## config.mk

```make
export PLATFORM = sky130hd
export DESIGN_NAME = load_store_unit
export DESIGN_NICKNAME = d
export VERILOG_FILES = /design/src/rtl/load_store_unit.sv
export SDC_FILE = /design/constraint.sdc
export NUM_CORES = 1
export LEC_CHECK = 0
export ABC_CLOCK_PERIOD_IN_PS = 3300
export CAP_MARGIN = 20
export CORE_MARGIN = 10
export CORE_UTILIZATION = 40
export DETAILED_ROUTE_END_ITERATION = 12
export HOLD_SLACK_MARGIN = 0.03
export PLACE_DENSITY = 0.77
export SYNTH_ARGS = -nofsm -noshare
export SYNTH_HDL_FRONTEND = slang
export SYNTH_SLANG_ARGS = --single-unit
export TNS_END_PERCENT = 1
```

## constraint.sdc

```tcl
create_clock -name clk -period 3.3 [get_ports clk]
set_input_delay 0.33 -clock clk [delete_from_list [all_inputs] [get_ports clk]]
set_output_delay 0.33 -clock clk [all_outputs]
set_load 0.02 [all_outputs]
```

## src/rtl/load_store_unit.sv

```systemverilog
// load_store_unit: memory-access stage sitting behind the control unit.
// Takes MemRead/MemWrite/byte_enable/funct3, the ALU address and rs2 data, and
// runs a valid/ready request plus a read-response handshake to data memory.
// Load data is lane-aligned and sign/zero-extended. Upstream stays stalled
// until the access completes.
//
// Optional feature macro: MISALIGN_TRAP_EN
//   defined   - misaligned half/word accesses are rejected without touching
//               memory, and misalign pulses for one cycle.
//   undefined - misalign is tied low. Misaligned accesses go to memory with
//               the upper strobe lanes dropped.
module load_store_unit #(
  parameter int bitwidth = 32  // only 32 is supported (four byte lanes)
) (
  input  logic                clk,
  input  logic                rst,
  input  logic                op_valid,
  input  logic                mem_read,
  input  logic                mem_write,
  input  logic [3:0]          byte_enable,
  input  logic [2:0]          funct3,
  input  logic [bitwidth-1:0] addr,
  input  logic [bitwidth-1:0] store_data,
  output logic                stall,
  output logic [bitwidth-1:0] load_data,
  output logic                load_valid,
  output logic                misalign,
  output logic                mem_req_valid,
  input  logic                mem_req_ready,
  output logic                mem_we,
  output logic [bitwidth-1:0] mem_addr,
  output logic [3:0]          mem_wstrb,
  output logic [bitwidth-1:0] mem_wdata,
  input  logic                mem_rvalid,
  input  logic [bitwidth-1:0] mem_rdata
);

  typedef enum logic [1:0] {
    IDLE = 2'd0,
    REQ  = 2'd1,
    WAIT = 2'd2,
    DONE = 2'd3
  } state_t;

  state_t state_reg;
  state_t state_next;

  // Captured access context. Lane math is done at capture time, so the
  // memory-facing outputs come straight from flops and stay stable in REQ.
  logic                write_reg;
  logic [1:0]          shift_reg;
  logic [3:0]          be_reg;
  logic                zext_reg;
  logic [bitwidth-1:0] mem_addr_reg;
  logic [3:0]          mem_wstrb_reg;
  logic [bitwidth-1:0] mem_wdata_reg;
  logic [bitwidth-1:0] load_data_reg;
  logic                load_valid_reg;
  logic                misalign_reg;

  // Decode of the incoming request
  logic access;
  logic zero_be;
  logic trap;
  logic skip;

  assign access  = op_valid & (mem_read | mem_write);
  assign zero_be = (byte_enable == 4'b0000);

`ifdef MISALIGN_TRAP_EN
  logic is_half;
  logic is_word;
  assign is_half = (byte_enable == 4'b0011);
  assign is_word = (byte_enable == 4'b1111);
  assign trap    = (is_half & addr[0]) | (is_word & (addr[1:0] != 2'b00));
`else
  assign trap    = 1'b0;
`endif

  // Accesses that finish without any memory traffic
  assign skip = zero_be | trap;

  // funct3[1:0] carries no information here; byte_enable already encodes the size
  logic unused_funct3;
  assign unused_funct3 = ^funct3[1:0];

  // Read-data alignment and extension, evaluated against the captured context
  logic [bitwidth-1:0] raw;
  logic [bitwidth-1:0] ext;

  assign raw = mem_rdata >> {shift_reg, 3'b000};

  // Byte and half loads take the low lanes of the shifted word; anything else is a full word
  always_comb begin
    ext = raw;
    case (be_reg)
      4'b0001: ext = zext_reg ? {{(bitwidth-8){1'b0}}, raw[7:0]}
                              : {{(bitwidth-8){raw[7]}}, raw[7:0]};
      4'b0011: ext = zext_reg ? {{(bitwidth-16){1'b0}}, raw[15:0]}
                              : {{(bitwidth-16){raw[15]}}, raw[15:0]};
      default: ext = raw;
    endcase
  end

  // State register; reset abandons any access in flight
  always_ff @(posedge clk or posedge rst) begin
    if (rst) begin
      state_reg <= IDLE;
    end else begin
      state_reg <= state_next;
    end
  end

  // Next-state logic
  always_comb begin
    state_next = state_reg;
    case (state_reg)
      IDLE: begin
        if (access) begin
          state_next = skip ? DONE : REQ;
        end
      end
      REQ: begin
        if (mem_req_ready) begin
          state_next = write_reg ? DONE : WAIT;
        end
      end
      WAIT: begin
        if (mem_rvalid) begin
          state_next = DONE;
        end
      end
      DONE: begin
        // op_valid in this cycle belongs to the instruction already retired
        state_next = IDLE;
      end
      default: state_next = IDLE;
    endcase
  end

  // Control outputs: stall covers the accept cycle plus every cycle spent in REQ or WAIT
  always_comb begin
    stall         = 1'b0;
    mem_req_valid = 1'b0;
    case (state_reg)
      IDLE: stall = access;
      REQ: begin
        stall         = 1'b1;
        mem_req_valid = 1'b1;
      end
      WAIT: stall = 1'b1;
      DONE: stall = 1'b0;
      default: begin
        stall         = 1'b0;
        mem_req_valid = 1'b0;
      end
    endcase
  end

  // Datapath: capture on accept, collect read data in WAIT, pulse the completion flags
  always_ff @(posedge clk or posedge rst) begin
    if (rst) begin
      write_reg      <= 1'b0;
      shift_reg      <= 2'b00;
      be_reg         <= 4'b0000;
      zext_reg       <= 1'b0;
      mem_addr_reg   <= '0;
      mem_wstrb_reg  <= 4'b0000;
      mem_wdata_reg  <= '0;
      load_data_reg  <= '0;
      load_valid_reg <= 1'b0;
      misalign_reg   <= 1'b0;
    end else begin
      load_valid_reg <= 1'b0;
      misalign_reg   <= 1'b0;
      case (state_reg)
        IDLE: begin
          if (access) begin
            // A simultaneous read and write is handled as a write
            write_reg     <= mem_write;
            shift_reg     <= addr[1:0];
            be_reg        <= byte_enable;
            zext_reg      <= funct3[2];
            mem_addr_reg  <= {addr[bitwidth-1:2], 2'b00};
            // The 4-bit shift drops lanes that would spill past the word
            mem_wstrb_reg <= mem_write ? (byte_enable << addr[1:0]) : 4'b0000;
            mem_wdata_reg <= store_data << {addr[1:0], 3'b000};
            if (zero_be) begin
              load_data_reg <= '0;
            end
            misalign_reg  <= trap;
          end
        end
        WAIT: begin
          if (mem_rvalid) begin
            load_data_reg  <= ext;
            load_valid_reg <= 1'b1;
          end
        end
        default: begin
        end
      endcase
    end
  end

  assign load_data  = load_data_reg;
  assign load_valid = load_valid_reg;
  assign misalign   = misalign_reg;
  assign mem_we     = write_reg;
  assign mem_addr   = mem_addr_reg;
  assign mem_wstrb  = mem_wstrb_reg;
  assign mem_wdata  = mem_wdata_reg;

endmodule

```

# After elaboration in Yosys (flattened, before gate mapping)
# Index checks and enable logic that the tools add are counted.
[word_totals]
mem_bits_ro = 0
latch_bits = 0
mem_count = 0
register_bits = 109
mem_bits_rw = 0
[classes]
eq_ne = 9
n_reduce_logical = 7
n_lt_le_gt_ge = 0
div = 0
n_addsub = 0
bitwise = 2
multipliers = 0
shifts = 3
muxes = 18
[ops]
columns = ["operator", "count"]
rows = [
  ["$mux 32", 5],
  ["$pmux 32 s2", 2],
  ["$shl 32x5->32", 1],
  ["$shr 32x5->32", 1],
  ["$mux 2", 4],
  ["$ne 2x2->1 const B", 4],
  ["$pmux 2 s4", 1],
  ["$eq 2x2->1 const B", 2],
  ["$eq 4x1->1 const B", 1],
  ["$eq 4x2->1 const B", 1],
  ["$logic_not 4->1", 1],
  ["$mux 1", 4],
  ["$mux 4", 1],
  ["$reduce_and 4->1", 1],
  ["$shl 4x2->4", 1],
  ["$pmux 1 s3", 1],
  ["$reduce_and 3->1", 1],
  ["$eq 2x1->1 const B", 1],
  ["$logic_not 2->1", 1],
  ["$reduce_and 2->1", 1],
  ["$reduce_bool 2->1", 1],
  ["$reduce_or 2->1", 1],
  ["$and 1x1->1", 1],
  ["$or 1x1->1", 1],
]

# Depth between registers and ports, before layout
# Gate-level depths: netlist of the first run.
[logic_depth]
depth_word = 5
ltp_mapped = 8
ltp_nobuf = 6

# Worst setup path after synthesis of the first run
# No wires, ideal clock.
[synth_path]
kind = "register to output"
startpoint = "register state_reg[0]"
endpoint = "output stall"
t_arrival_ps = 1775
required_time_ps = 2970
path_slack_ps = 1195
stages_incl_launch_ff = 8
path_cell_list = "dfrtp_1 inv_1 ha_1 buf_2 o211ai_1 clkbuf_1 clkbuf_1 o21ai_0"
[synth_between]
elab_chain_len = 3
elab_cells_between_ends = 6
cone_classes = "eq/ne (3); mux (1); reduce/logical (2)"
[synth_rtl]
columns = ["item", "line_no", "rtl"]
rows = [
  ["from (decl)", "45", "state_t state_reg;"],
  ["from (signal assigned)", "110", "state_reg <= state_next;"],
  ["$eq 2x2->1 or $eq 2x1->1 (tied branches)", "145", "case (state_reg)"],
  ["$reduce_or 2->1 (no line)", "--", ""],
  ["$pmux 1 s3 *", "145", ""],
  ["to (decl)", "24", "output logic stall,"],
]
# Mark *: on every way between the ends. The rest lies on a longest branch, timed or not.

# Final worst setup path of the first run
# Same ends and word-level chain as after synthesis.

==> results of run 1 <==
cell type report:
class	instances	area, µm²	area share, %
multi-input combinational	346	2601	32.21
tap	176	220.2	2.727
timing repair buffer	220	2200	27.24
clock buffer	10	239.0	2.959
clock inverter	6	62.56	0.7747
inverter	6	25.02	0.3099
sequential	109	2728	33.78
critical path: cells and delay by family, from the launching register on:
family	cells	cell delay, ns
buffers and inverters	2	0.78
AOI/OAI and AO/OA	2	0.35
DFF	1	0.39
adders and majority gates	1	0.37
stage by stage:
step	hold WS, ns	util (%)	instances
finish	0.4708	60.26	873
global route	0.5119	60.26	873
CTS	0.4871	60.26	873
detailed placement	0.4697	58.01	857
global placement	0.4642	58.01	857
floorplan	0.4642	-	504
report_power, final:
part	total [mW]	internal, mW	switching, mW
Clock	1.10	0.608	0.493
Combinational	3.97	1.90	2.07
Sequential	2.35	1.94	0.412
Total	7.42	4.45	2.97
placed cells by master (no fill, tap or decap), types with 2 or more instances in the layout:
cell type / count
o2bb2ai_1: 20
nand2_1: 49
clkinv_2: 3
conb_1: 3
mux2_2: 53
nand3_1: 2
ha_1: 4
clkdlybuf4s50_1: 209
dfrtp_1: 109
nor2b_1: 12
o211ai_1: 9
a21oi_1: 34
o2bb2ai_2: 11
clkbuf_16: 9
nand3b_1: 2
clkinv_4: 2
inv_1: 5
a211oi_1: 9
nor4_1: 2
o31ai_1: 9
buf_4: 9
nor2_1: 12
o21ai_0: 47
nand4b_1: 8
mux2i_1: 37
nand4_1: 8
buf_12: 2
cells by family after synthesis:
logic type / after synthesis / share of synthesized area (%)
buffers and inverters: 49 / 4.190
adders and majority gates: 4 / 0.9011
DFF: 109 / 49.11
other: 1 / 0.06752
muxes: 91 / 17.82
and+or+nand+nor: 102 / 9.507
AOI/OAI and AO/OA: 146 / 18.41
worst max-delay path by stage:
stage | slack [ns] | endpoint | start | depth (start not counted)
3_5_place_dp | 0.59 | load_data[2] | byte_enable[0] | 6
6_report | 0.74 | stall | state_reg[0] | 5
2_1_floorplan | 0.1 | be_reg[0] | rst | 1
3_3_place_gp | 0.67 | load_data[14] | byte_enable[0] | 6
4_1_cts | 0.71 | stall | state_reg[0] | 5
5_1_grt | 0.60 | stall | state_reg[0] | 5
per-layer routing:
layer	wire [µm]	share of wire, %	up-vias	global-route usage (%)
met2	8209	47	203	29.03
met3	1658	9.5	36	7.065
met5	0	0	-	0
met1	7075	41	2270	21.78
met4	465	2.7	0	6.083
li1	-	-	2212	-
==> run summary, run 1 <==
Logic synthesis
- **ranking of synthesized cells by instance count** dfrtp_1, mux2_2, nand2_1
- **Yosys top cell area share** 49.11%
- **top flip-flop cell by instance count after synthesis** dfrtp_1
- **Synth area leader** dfrtp_1
- **average cell area after synthesis** 11.06 µm²
- **Post-synth EDFFs** 0
- **synthesized instance count** 502
- **synth warn** 0
- **Synth cell types** 41
- **register area share after synthesis** 49.11%
- **FF+latch count, synth** 109
- **cell area after synthesis** 0.005554 mm²
- **ranking of synthesized cells by area** dfrtp_1, mux2_2, mux2i_1, o21ai_0, nand2_1
- **count leader, synth** dfrtp_1
- **Synth async-reset ratio** 100.0%

Setup path
- **largest fanout on the critical path** 8
- **CP cell instances** inv_1, ha_1, o211ai_1, o21ai_0, clkdlybuf4s50_1
- **worst r2r src** state_reg[0]
- **R2R setup slack** 1.08 ns
- **capture point of the worst reg-to-reg path** load_data[4]
- **type of origin of the critical path** flop
- **Setup Crit Path Kind** flop to output port
- **cell with the largest stage delay on the worst path** clkdlybuf4s50_1
- **cell count of the worst reg-to-reg path** 6
- **worst stage delay on the critical path** 0.64 ns
- **Arr. time, crit path** 2.23 ns
- **required arrival time at the worst endpoint** 2.97 ns
- **Setup crit end kind** output port

CTS
- **CTS tree** built
- **Bufs on Longest Clock Path** 2
- **CTS Sinks** 109
- **clock-pin slew on the worst setup and hold paths** 0.07 ns
- **post-CTS setup buffer count** 0
- **H-tree Lvls** 3
- **total of hold buffers inserted after clock tree synthesis** 0
- **number of clock buffers inserted by TritonCTS** 9
- **clock latency reported for the late side of the worst-skew pair** 0.36 ns
- **clock root cell** clkbuf_16
- **post-CTS sizing** 0

STA
- **portion of the clock cycle consumed by the worst path in the final layout** 77.62%
- **Fin Clk Skew** 0.009132 ns
- **headroom to the max-slew limit** 30.00%
- **Peak Freq** 0.3904 GHz
- **Final WS setup** 0.7385 ns
- **final number of hold-violating endpoints** 0
- **setup repair after global routing missed its margin** no
- **final setup TNS** 0 ns
- **minimum clock period after layout** 2.561 ns
- **transition time at the pin with the least slew margin** 1.048 ns
- **Final Slew Violations** 0
- **endpoints failing setup** 0

Power and ir drop
- **Max rail drop VDD** 0.5769 mV
- **leakage power** 3.301 nW
- **power density over cell area** 919.4 mW/mm²
- **Power Total** 7.424 mW

Layout
- **number of antenna diodes** 0
- **Area Growth Syn to Fin** 45.39%
- **final instance area** 0.008075 mm²
- **nets** 806
- **filler cell count in the final layout** 1,064
- **share of cells above drive strength 1** 13.77%

Floorplan
- **chip height** 137.8 µm
- **DIE WIDTH** 137.8 µm
- **starting utilization of the core area** 41.45%
- **I/O pin count** 215
- **area of the core region** 0.01340 mm²
- **# rows** 42
- **area of the die** 0.01900 mm²

Route
- **post-detailed-route count of antenna-violating nets** 0
- **WL final** 17.41 mm
- **Iteration-0 DRC Markers** 270
- **via count normalized by instance count** 5.408
- **routed length per placed instance** 19.94 µm
- **first-pass detailed-route iteration total** 4
- **vias post-DR** 4,721
- **DRC violations left** 0

Placement
- **placed instance area** 0.007774 mm²
- **count of port buffers added during placement** 209
- **DPL Wire Length** 13.37 mm
- **worst-case setup slack after placement** 0.5912 ns
- **routability cong.** 0.9069

Global route
- **global routing usage summed across all routing layers** 18.10%
- **pin count of the biggest net entering global routing** 103
- **wire length of the first global-routing pass** 27.02 mm
- **initial antenna violation count** 0
- **sum of overflow across all layers after global routing** 0
- **via count of the first global-routing pass** 4,959

Min path
- **class of the worst hold path** input port to asynchronous set/reset pin

Outcome
- **run status** finished, final reports clean

Flow run
- **Max Cap Violations** 0

Note: power is estimated with default switching activity, not from simulation.
==> run 2: changes to the inputs <==
--- a/config.mk
+++ b/config.mk
@@ -5,7 +5,7 @@
 export SDC_FILE = /design/constraint.sdc
 export NUM_CORES = 1
 export LEC_CHECK = 0
-export ABC_CLOCK_PERIOD_IN_PS = 3300
+export ABC_CLOCK_PERIOD_IN_PS = 2100
 export CAP_MARGIN = 20
 export CORE_MARGIN = 10
 export CORE_UTILIZATION = 40
==> constraint.sdc (replaced) <==
create_clock -name clk -period 2.1 [get_ports clk]
set_input_delay 0.21 -clock clk [delete_from_list [all_inputs] [get_ports clk]]
set_output_delay 0.21 -clock clk [all_outputs]
set_load 0.02 [all_outputs]
==> run 2 against run 1 <==
  * Die area unchanged
  * Clock-buffer cell count up 1
  * Combinational power up 62%
  * First-iteration DRC count down 15%
  * Core utilization up 1.3 points
  * Global-route usage up 0.21 points
  * Sequential power up 56%
  * Clock skew down 0.0016 ns
  * Via count up 0.19%
  * Non-clock buffer count up 15
  * Sequential cell count unchanged
  * Largest cell class unchanged
  * Highest routed layer unchanged
==> run summary, run 2 (synthesis gave the netlist of run 1 again) <==
Power and ir drop
- **power density over cell area** 1446 mW/mm², +57%
- **leakage power** 3.379 nW, +2.4%
- **Max rail drop VDD** 0.8903 mV, +54%

Route
- **via count normalized by instance count** 5.321, -1.6%
- **DRC violations left** 0, unchanged
- **post-detailed-route count of antenna-violating nets** 0, unchanged
- **WL final** 17.68 mm, +1.6%
- **Iteration-0 DRC Markers** 230, -15%
- **vias post-DR** 4,730, +0.19%
- **first-pass detailed-route iteration total** 4, unchanged
- **routed length per placed instance** 19.89 µm, -0.28%

STA
- **endpoints failing setup** 0, unchanged
- **Final WS setup** 0.1700 ns, -0.5685 ns
- **Final Slew Violations** 0, unchanged
- **Peak Freq** 0.5181 GHz
- **portion of the clock cycle consumed by the worst path in the final layout** 91.90%
- **setup repair after global routing missed its margin** no
- **final number of hold-violating endpoints** 0, unchanged
- **minimum clock period after layout** 1.930 ns
- **Fin Clk Skew** 0.007538 ns, -0.001594 ns
- **headroom to the max-slew limit** 53.85%, +24 points
- **transition time at the pin with the least slew margin** 0.6908 ns, -0.3569 ns

CTS
- **post-CTS sizing** 1, +1
- **post-CTS setup buffer count** 0, unchanged
- **Bufs on Longest Clock Path** 2, unchanged
- **number of clock buffers inserted by TritonCTS** 9, unchanged
- **clock root cell** clkbuf_16
- **H-tree Lvls** 3, unchanged
- **clock-pin slew on the worst setup and hold paths** 0.07 ns, about the same
- **clock latency reported for the late side of the worst-skew pair** 0.35 ns, about the same
- **total of hold buffers inserted after clock tree synthesis** 0, unchanged
- **CTS Sinks** 109, unchanged
- **CTS tree** built

Global route
- **wire length of the first global-routing pass** 26.99 mm, -0.13%
- **pin count of the biggest net entering global routing** 108, +4.9%
- **via count of the first global-routing pass** 4,907, -1.0%
- **sum of overflow across all layers after global routing** 0, unchanged
- **initial antenna violation count** 0, unchanged
- **global routing usage summed across all routing layers** 18.31%, +0.21 points

Floorplan
- **I/O pin count** 215, unchanged
- **starting utilization of the core area** 41.45%, unchanged
- **area of the die** 0.01900 mm², unchanged
- **chip height** 137.8 µm, unchanged
- **DIE WIDTH** 137.8 µm, unchanged
- **# rows** 42, unchanged
- **area of the core region** 0.01340 mm², unchanged

Layout
- **Layout Cells excl Fill** 889, +1.8%
- **leading cell types in the layout, fill and taps excluded** clkdlybuf4s50_1, dfrtp_1, mux2_2
- **filler cell count in the final layout** 1,115, +4.8%
- **share of cells above drive strength 1** 15.73%, +2.0 points
- **most common cell after layout, fill and taps aside** clkdlybuf4s50_1
- **nets** 821, +1.9%
- **Area Growth Syn to Fin** 48.59%

Setup path
- **largest fanout on the critical path** 4, -4
- **type of origin of the critical path** flop
- **required arrival time at the worst endpoint** 1.89 ns, -1.08 ns
- **capture point of the worst reg-to-reg path** mem_addr[16]
- **Setup crit end kind** output port
- **Arr. time, crit path** 1.72 ns, -0.51 ns
- **cell count of the worst reg-to-reg path** 5, -1
- **CP startpoint** state_reg[1]
- **worst r2r src** state_reg[1]
- **Setup Crit Path Kind** flop to output port
- **R2R setup slack** 0.18 ns, -0.90 ns

Flow run
- **Max Cap Violations** 0, unchanged

Placement
- **DPL Wire Length** 13.66 mm, +2.1%
- **total placed cells including tap cells** 872, +1.8%
- **worst-case setup slack after placement** -0.02664 ns, -0.6179 ns
- **routability cong.** 0.9014, -0.61%
- **count of port buffers added during placement** 209, unchanged

Min path
- **class of the worst hold path** input port to asynchronous set/reset pin

Outcome
- **run status** finished, final reports clean

[run 2: critical path: stages (launching register included)]
cell	delay (ns)
dfrtp_1	0.41
inv_1	0.12
ha_1	0.22
clkdlybuf4s50_1	0.63
[run 2: through the flow]
step / TNS, ns / total power [mW] / hold WS (ns) / utilization [%] / instance area, µm²
2_1_floorplan: 0 / 7.198 / 0.3442 / - / 5565
3_3_place_gp: -0.001334 / 10.01 / 0.4482 / 59.14 / 7925
3_5_place_dp: -0.04136 / 10.17 / 0.4502 / 59.14 / 7925
4_1_cts: 0 / 12.08 / 0.06364 / 61.57 / 8250
5_1_grt: 0 / 12.66 / 0.06340 / 61.57 / 8250
6_report: 0 / 11.93 / 0.08404 / 61.59 / 8253
[run 2: cell type report]
class / count / area [µm²] / area share (%)
diodes: 1 / 2.502 / 0.03032
clock buffers: 11 / 242.7 / 2.941
clock inverters: 5 / 83.83 / 1.016
inverters: 6 / 26.28 / 0.3184
multi-input cells: 346 / 2605 / 31.56
flip-flops and latches: 109 / 2728 / 33.05
well taps: 176 / 220.2 / 2.668
repair buffers: 235 / 2345 / 28.41
[run 2: how the worst max path moves through the flow]
stage	endpoint	slack, ns
2_1_floorplan	stall	0.12
3_3_place_gp	load_data[13]	-0.001
3_5_place_dp	load_data[13]	-0.03
4_1_cts	stall	0.07
5_1_grt	stall	0.06
6_report	mem_req_valid	0.17
[run 2: metal layers]
layer | wire length (µm) | part of all wire, % | global-route usage, %
met1 | 7303 | 41 | 21.98
met2 | 8482 | 48 | 29.75
met3 | 1545 | 8.7 | 6.082
met4 | 348 | 2.0 | 7.184
met5 | 0 | 0 | 0
[run 2: power by group]
group          internal (mW)  switching, mW  total (mW)
logic                   3.13           3.29        6.42
clock network           1.08          0.762        1.84
registers               3.05          0.616        3.67
total                   7.26           4.67        11.9
==> run 3: changes to the inputs <==
--- a/config.mk
+++ b/config.mk
@@ -11,7 +11,7 @@
 export CORE_UTILIZATION = 40
 export DETAILED_ROUTE_END_ITERATION = 12
 export HOLD_SLACK_MARGIN = 0.03
-export PLACE_DENSITY = 0.77
+export PLACE_DENSITY = 0.78
 export SYNTH_ARGS = -nofsm -noshare
 export SYNTH_HDL_FRONTEND = slang
 export SYNTH_SLANG_ARGS = --single-unit
==> run 3 against run 2 <==
  * Maximum frequency down 0.21%
  * Power increased by 1.1%
  * Sequential power about the same
  * Cell count fell by 0.11%
  * Largest power group unchanged
==> run summary, run 3 (synthesis gave the netlist of run 1 again) <==
STA
- **Final WS setup** 0.1660 ns, -0.004009 ns
- **final number of hold-violating endpoints** 0, unchanged
- **endpoints failing setup** 0, unchanged
- **minimum clock period after layout** 1.934 ns, +0.004009 ns
- **final setup TNS** 0 ns, unchanged
- **headroom to the max-slew limit** 48.31%, -5.5 points
- **Final Slew Violations** 0, unchanged
- **Fin Clk Skew** 0.008702 ns, +0.001164 ns
- **Peak Freq** 0.5171 GHz, -0.21%
- **transition time at the pin with the least slew margin** 0.7538 ns, +0.06294 ns
- **portion of the clock cycle consumed by the worst path in the final layout** 92.10%, +0.19 points
- **setup repair after global routing missed its margin** no

Layout
- **number of antenna diodes** 0, -1
- **Area Growth Syn to Fin** 49.34%
- **share of cells above drive strength 1** 15.87%, +0.14 points
- **Layout Cells excl Fill** 888, -0.11%
- **leading cell types in the layout, fill and taps excluded** clkdlybuf4s50_1, dfrtp_1, mux2_2
- **most common cell after layout, fill and taps aside** clkdlybuf4s50_1
- **nets** 821, unchanged

Placement
- **worst-case setup slack after placement** 0.007602 ns, +0.03425 ns
- **DPL Wire Length** 13.61 mm, -0.41%
- **routability cong.** 0.8693, -3.6%
- **total placed cells including tap cells** 872, unchanged
- **count of port buffers added during placement** 209, unchanged

Setup path
- **worst stage delay on the critical path** 0.63 ns, about the same
- **cell with the largest stage delay on the worst path** clkdlybuf4s50_1
- **CP cell instances** inv_1, ha_1, clkdlybuf4s50_1
- **Setup Crit Path Kind** flop to output port
- **critical path buffer and inverter count** 2, unchanged
- **required arrival time at the worst endpoint** 1.89 ns, about the same
- **type of origin of the critical path** flop
- **worst r2r src** shift_reg[0]
- **Arr. time, crit path** 1.72 ns, about the same
- **largest fanout on the critical path** 4, unchanged
- **CP top delay family** buffers and inverters
- **CP startpoint** state_reg[1]
- **Setup crit end kind** output port

Power and ir drop
- **power density over cell area** 1455 mW/mm², +0.61%
- **leakage power** 3.409 nW, +0.86%
- **Max rail drop VDD** 0.9908 mV, +11%
- **Power Total** 12.07 mW, +1.1%

Route
- **WL final** 17.59 mm, -0.53%
- **Iteration-0 DRC Markers** 325, +41%
- **via count normalized by instance count** 5.398, +1.4%
- **routed length per placed instance** 19.80 µm, -0.41%
- **post-detailed-route count of antenna-violating nets** 0, unchanged
- **first-pass detailed-route iteration total** 5, +1
- **vias post-DR** 4,793, +1.3%
- **DRC violations left** 0, unchanged

CTS
- **CTS tree** built
- **clock latency reported for the late side of the worst-skew pair** 0.35 ns, about the same
- **Bufs on Longest Clock Path** 2, unchanged
- **post-CTS setup buffer count** 0, unchanged
- **clock root cell** clkbuf_16
- **number of clock buffers inserted by TritonCTS** 9, unchanged
- **clock-pin slew on the worst setup and hold paths** 0.07 ns, about the same
- **H-tree Lvls** 3, unchanged
- **total of hold buffers inserted after clock tree synthesis** 0, unchanged
- **CTS Sinks** 109, unchanged

Floorplan
- **chip height** 137.8 µm, unchanged
- **DIE WIDTH** 137.8 µm, unchanged
- **starting utilization of the core area** 41.45%, unchanged
- **# rows** 42, unchanged
- **area of the core region** 0.01340 mm², unchanged
- **I/O pin count** 215, unchanged
- **area of the die** 0.01900 mm², unchanged

Outcome
- **run status** finished, final reports clean

Global route
- **wire length of the first global-routing pass** 26.92 mm, -0.23%
- **pin count of the biggest net entering global routing** 110, +1.9%
- **sum of overflow across all layers after global routing** 0, unchanged
- **global routing usage summed across all routing layers** 17.98%, -0.33 points
- **via count of the first global-routing pass** 4,937, +0.61%
- **initial antenna violation count** 0, unchanged

Min path
- **class of the worst hold path** input port to asynchronous set/reset pin

Flow run
- **Max Cap Violations** 0, unchanged

==> run 3: power by group <==
part	switching, mW	total (mW)	internal (mW)
Combinational	3.31	6.44	3.14
Sequential	0.617	3.67	3.05
Clock	0.781	1.95	1.17
Total	4.70	12.1	7.36
==> run 3: through the flow <==
step           utilization [%]  cell area [µm²]  hold slack, ns
6_report                 61.90             8294          0.3724
2_1_floorplan                -             5565          0.3442
3_3_place_gp             59.33             7950          0.4636
5_1_grt                  61.90             8294          0.4138
3_5_place_dp             59.33             7950          0.4659
4_1_cts                  61.92             8298          0.4135
==> run 3: final cells by class <==
class,instances,area [µm²]
inverter,6,26.28
timing repair buffer,235,2370
multi-input combinational,346,2604
tap,176,220.2
clock buffer,9,225.2
sequential,109,2728
fill,1079,5106
clock inverter,7,121.4
==> run 3: path summary, 6_finish.rpt <==
path,end,slack (ns),cells after the start
worst min-delay path,load_data[12],0.37,3
worst min register to register,mem_wstrb[0],0.48,2
worst max register to register,load_data[9],0.26,5
max in group asynchronous,mem_addr[14],1.30,3
min in group clk,mem_addr[28],0.47,2
worst max-delay path,mem_req_valid,0.17,3
==> run 3: what timing repair did <==
item	4_1_cts	5_1_grt
resized for setup	2	3
setup endpoints to repair	1	1
gates cloned	0	0
endpoints found under the hold margin	0	0
==> run 3: tightest hold or removal path, cell delays in order <==
cell and delay (ns):
clkdlybuf4s50_1 0.44, clkinvlp_4 0.10, buf_12 0.43
==> run 3: routing by layer <==
layer  vias to the layer above  GRT usage [%]  part of all wire [%]
li1                       2249              -                     -
met1                      2327          21.60                    40
met2                       194          29.43                    48
met3                        23          7.065                   9.7
met4                         0          4.751                   1.7
met5                         -              0                     0
